$ cat src/rtl/ofdm_adc_capture.sv
// OFDM ADC frame capture: registers I/Q samples, frames them into packets
// and streams them out through a show-ahead FIFO on an Avalon-ST source.
module ofdm_adc_capture #(
  parameter int FRAME_LEN  = 64,
  parameter int FIFO_DEPTH = 16
) (
  input  logic        sample_clock_adc,
  input  logic        reset_reset,
  input  logic        capture_enable,
  input  logic [13:0] ADC_Capture_ChA_Data,
  input  logic [13:0] ADC_Capture_ChB_Data,
  output logic [33:0] aso_out0_data,
  output logic        aso_out0_valid,
  input  logic        aso_out0_ready,
  output logic        aso_out0_startofpacket,
  output logic        aso_out0_endofpacket,
  output logic        overflow,
  input  logic        clear_overflow,
  output logic [15:0] frame_count
);

  localparam int AW = $clog2(FIFO_DEPTH);
  localparam int CW = $clog2(FRAME_LEN);
  localparam logic [CW-1:0] LAST = CW'(FRAME_LEN - 1);

  typedef enum logic [1:0] {
    IDLE,
    CAPTURE,
    TERMINATE
  } state_t;

  state_t state, state_n;
  logic [CW-1:0] cnt, cnt_n;
  logic [13:0] cha_q, chb_q;

  logic [35:0] mem [FIFO_DEPTH];
  logic [AW:0] wr_ptr, rd_ptr;
  logic [35:0] head;
  logic empty, full, pop, can_push;

  logic        push;
  logic [35:0] push_word;
  logic        ovf_set;
  logic        frame_inc;

  always_ff @(posedge sample_clock_adc) begin
    if (reset_reset) begin
      cha_q <= '0;
      chb_q <= '0;
    end else begin
      cha_q <= ADC_Capture_ChA_Data;
      chb_q <= ADC_Capture_ChB_Data;
    end
  end

  assign empty = (wr_ptr == rd_ptr);
  assign full  = (wr_ptr[AW] != rd_ptr[AW]) &&
                 (wr_ptr[AW-1:0] == rd_ptr[AW-1:0]);
  assign pop      = !empty && aso_out0_ready;
  assign can_push = !full || pop;
  assign head     = mem[rd_ptr[AW-1:0]];

  // Head is masked while empty so stale storage never leaks out
  assign aso_out0_valid         = !empty;
  assign aso_out0_data          = empty ? '0 : head[35:2];
  assign aso_out0_startofpacket = !empty && head[1];
  assign aso_out0_endofpacket   = !empty && head[0];

  always_comb begin
    state_n   = state;
    cnt_n     = cnt;
    push      = 1'b0;
    push_word = '0;
    ovf_set   = 1'b0;
    frame_inc = 1'b0;
    case (state)
      IDLE: begin
        if (capture_enable) begin
          state_n = CAPTURE;
          cnt_n   = '0;
        end
      end
      CAPTURE: begin
        if (can_push) begin
          push      = 1'b1;
          push_word = {cha_q, chb_q, 6'b000000,
                       cnt == '0, cnt == LAST};
          if (cnt == LAST) begin
            frame_inc = 1'b1;
            cnt_n     = '0;
            state_n   = capture_enable ? CAPTURE : IDLE;
          end else begin
            cnt_n = cnt + 1'b1;
          end
        end else begin
          ovf_set = 1'b1;
          cnt_n   = '0;
          // A frame that never started needs no terminator
          state_n = (cnt != '0) ? TERMINATE : IDLE;
        end
      end
      TERMINATE: begin
        if (can_push) begin
          push      = 1'b1;
          push_word = {34'd0, 1'b0, 1'b1};
          state_n   = IDLE;
        end
      end
      default: state_n = IDLE;
    endcase
  end

  always_ff @(posedge sample_clock_adc) begin
    if (reset_reset) begin
      state       <= IDLE;
      cnt         <= '0;
      wr_ptr      <= '0;
      rd_ptr      <= '0;
      overflow    <= 1'b0;
      frame_count <= '0;
    end else begin
      state <= state_n;
      cnt   <= cnt_n;
      if (push) wr_ptr <= wr_ptr + 1'b1;
      if (pop)  rd_ptr <= rd_ptr + 1'b1;
      if (ovf_set)             overflow <= 1'b1;
      else if (clear_overflow) overflow <= 1'b0;
      if (frame_inc) frame_count <= frame_count + 16'd1;
    end
  end

  always_ff @(posedge sample_clock_adc) begin
    if (push) mem[wr_ptr[AW-1:0]] <= push_word;
  end

endmodule

$ cat config.mk
export PLATFORM = sky130hd
export DESIGN_NAME = ofdm_adc_capture
export DESIGN_NICKNAME = d
export VERILOG_FILES = /design/src/rtl/ofdm_adc_capture.sv
export SDC_FILE = /design/constraint.sdc
export NUM_CORES = 1
export LEC_CHECK = 0
export ABC_AREA = 0
export ABC_CLOCK_PERIOD_IN_PS = 9050
export CAP_MARGIN = 20
export CELL_PAD_IN_SITES_DETAIL_PLACEMENT = 0
export CELL_PAD_IN_SITES_GLOBAL_PLACEMENT = 1
export CORE_MARGIN = 3
export CORE_UTILIZATION = 57
export DETAILED_ROUTE_END_ITERATION = 6
export GPL_ROUTABILITY_DRIVEN = 0
export PLACE_DENSITY_LB_ADDON = 0.08
export RECOVER_POWER = 25
export SYNTH_ARGS = -nofsm -noshare
export SYNTH_HDL_FRONTEND = slang
export SYNTH_SLANG_ARGS = --single-unit
$ cat constraint.sdc
create_clock -name sample_clock_adc -period 9.05 [get_ports sample_clock_adc]
set_input_delay 1.81 -clock sample_clock_adc [delete_from_list [all_inputs] [get_ports sample_clock_adc]]
set_output_delay 1.81 -clock sample_clock_adc [all_outputs]
set_load 0.02 [all_outputs]
==> impl_results.md <==
* Arrival time at the worst endpoint at 4090 ps
* First-pass GRT wire length at 68.6 mm
* Via count at approximately 10000
* Hold_buf cts at 0
* DRC errors left at 0
* Pwr dens at between 200 and 300 nW/um^2
* Fin nets at 1202
* Vias in the first global route at 10800
* Worst hold path type: flip-flop to flip-flop
* Wire length per cell at 27.4 um
* Final Cycle Share at 0.652
* DP Worst Slack at 3720 ps
* Row count at 70
* Final min period at 5900 ps
* Critical Path Sink Type: output port
* Pre-Repair DR Iteration Count at 5
* Post-synth cell types at 48
* Crit Path Max Fanout at 75
* Wirelength, routed at roughly 46 mm
* Slew Viols, Final at about 160
* Tightest Pin Transition at 3640 ps
* Failing checks: max-capacitance violations, max-slew violations
* Core footprint at 36700 um^2
* Die span in x at 199 um
* # diodes at 0
* HPWL after DPL at around 22 mm
* Setup ws final at 3150 ps
* Synthesized area at between 20000 and 25000 um^2
* Die Span Y at approximately 200 um
* Synthesized area per cell at 20.2 um^2
* Synth Register Bits at 547
* Final Skew at 15.2 ps
* R2r startpoint: state[1]
* Register area share after synthesis at 0.741
* Root Driver: clkbuf_16
* Max Freq at 0.170 GHz
* Final Hold Vio Count at 0
* GR Util All Layers at 0.240
* I/O pin count at just under 90
* Total gr overflow at 0
* H-tree Lvls at 2
* Final setup vio count at 0
* Reg clk slew, reported paths at 60 ps
* Kind of critical path: flip-flop to output port
* Final ANT Viol Nets at 0
* Port Buffers at 80
* Rel. slew slack at -1.43
* Combined area of the multi-input logic cells at around 5300 um^2
* Post-CTS Setup Inserts at 0
* Max IR drop VDD at roughly 0.16 mV
* RSZ-0062 raised after global routing: no
* Iter 0 DRT Violations at around 850
* CTS tree: built
* Die ar. at slightly below 40000 um^2
* Clk sink count at 547
* Worst hold start: cnt[1]
* Syn. warnings at 0
* Leakage at 7.86 nW
* Clk_lat worst skew at 600 ps
* Status: finished with violations
* Syn Inst Count at ~1100
* CTS max path bufs at 3
* Vias/cell at 6.24
* FILL cells at roughly 2400
* Initial Util at 0.579
* Max Cap Viol at 5
* Initial antenna violation count at 1
* Share of layout cells above drive strength 1 at 0.234
* Largest net degree at the start of global routing at 111
* Sequential cell area at 15800 um^2
* Startpoint Class: flip-flop
* PostCTS Resize Cnt at 0
* Area Overhead vs Synth at 14.9%
* Setup TNS at 0 ps
* Critical path data required time at 7240 ps
* Cts bufs inserted at 55
[worst paths after layout]
path                       end  slack (ps)  depth (start not counted)
max          aso_out0_data[13]        3150                          5
min                     cnt[1]         490                          2
max reg2reg        mem[15][25]        4320                          5
min reg2reg             cnt[1]         490                          2
[cells by family (layout without fill, tap and decap cells)]
kind of cell / Yosys count / after routing / synth area share
flip-flops: 547 / 547 / 0.741
XOR/XNOR: 18 / 18 / 0.00777
AO/OA/AOI/OAI: 51 / 51 / 0.0157
adder cells (fa/ha/maj): 11 / 11 / 0.00648
buffers and inverters: 73 / 218 / 0.0155
AND/OR/NAND/NOR: 197 / 197 / 0.0516
other: 1 / 6 / 0.000176
multiplexers: 155 / 155 / 0.161
[worst max-delay path: stages (launching register included)]
cell and delay (ps):
dfxtp_4 800, buf_4 960, mux4_2 410, mux4_2 530, and2_1 190, clkdlybuf4s50_1 530
[cell usage after synthesis, drive strengths merged]
library cell | instances | share of area
a211o | 1 | 0.00041
a211oi | 4 | 0.0016
a21boi | 1 | 0.00035
a21oi | 23 | 0.0056
a221oi | 1 | 0.00041
a22oi | 1 | 0.00035
a31oi | 4 | 0.0012
and2 | 31 | 0.0091
and3 | 32 | 0.0094
and4 | 1 | 0.00041
buf | 29 | 0.0077
clkbuf | 34 | 0.0060
conb | 1 | 0.00018
dfxtp | 67 | 0.063
edfxtp | 480 | 0.68
ha | 11 | 0.0065
inv | 10 | 0.0018
mux2i | 5 | 0.0024
mux4 | 150 | 0.16
nand2 | 20 | 0.0035
nand2b | 5 | 0.0015
nand3 | 10 | 0.0024
nand3b | 2 | 0.00071
nand4 | 7 | 0.0021
nor2 | 33 | 0.0058
nor2b | 30 | 0.0088
nor3 | 10 | 0.0026
nor4 | 1 | 0.00029
o2111ai | 3 | 0.0015
o211ai | 1 | 0.00035
o21ai | 4 | 0.0011
o22ai | 1 | 0.00029
o31ai | 7 | 0.0025
or2 | 2 | 0.00059
or3 | 3 | 0.00088
or4 | 10 | 0.0035
xnor2 | 15 | 0.0065
xor2 | 3 | 0.0012
[per-stage QoR]
stage                     utilization  cells  total power (W)  cell area (um^2)  hold slack [ps]
after floorplan                     -   1058          0.00358             21300              462
final                           0.665   1671          0.00613             24400              488
after global routing            0.665   1671          0.00635             24400              518
after global placement          0.619   1569          0.00398             22700              471
after detailed placement        0.619   1569          0.00399             22700              482
after CTS                       0.667   1671          0.00620             24500              491
[state kept, by name (all words and copies together) (netlist names), named ones only]
signal,cells
cha_q,14
chb_q,14
cnt,6
frame_count,16
mem,480
overflow,1
rd_ptr,5
state,2
wr_ptr,5
[cell usage in the layout (no fill, tap or decap), drive strengths merged, types with 11 or more instances in the layout]
| master | netlist | routed |
|---|---|---|
| a21oi | 23 | 23 |
| and2 | 31 | 31 |
| and3 | 32 | 32 |
| buf | 29 | 22 |
| clkbuf | 34 | 80 |
| clkdlybuf4s50 | 0 | 61 |
| clkinv | 0 | 21 |
| dfxtp | 67 | 67 |
| dlygate4sd3 | 0 | 18 |
| edfxtp | 480 | 480 |
| ha | 11 | 11 |
| inv | 10 | 11 |
| mux4 | 150 | 150 |
| nand2 | 20 | 20 |
| nor2 | 33 | 33 |
| nor2b | 30 | 30 |
| xnor2 | 15 | 15 |
[report_power, final]
group | switching, W | internal (W)
logic | 0.000585 | 0.000453
registers | 0.0000343 | 0.00284
clock network | 0.000923 | 0.00129
total | 0.00154 | 0.00458
[area by class of cell]
type / count / area share
clock inverters: 27 / 0.00907
multi-input cells: 438 / 0.216
inverters: 10 / 0.00154
clock buffers: 75 / 0.0636
well taps: 468 / 0.0240
flip-flops and latches: 547 / 0.646
repair buffers: 106 / 0.0403
[metal layers]
metal	vias up	part of all wire	wire [um]	GRT usage
li1	4489	-	-	-
met5	-	0	0	0
met3	63	0.075	3430	0.0518
met1	5521	0.41	18600	0.340
met4	0	0.017	767	0.0549
met2	362	0.50	22900	0.394
(Power assumes the default switching activity.)
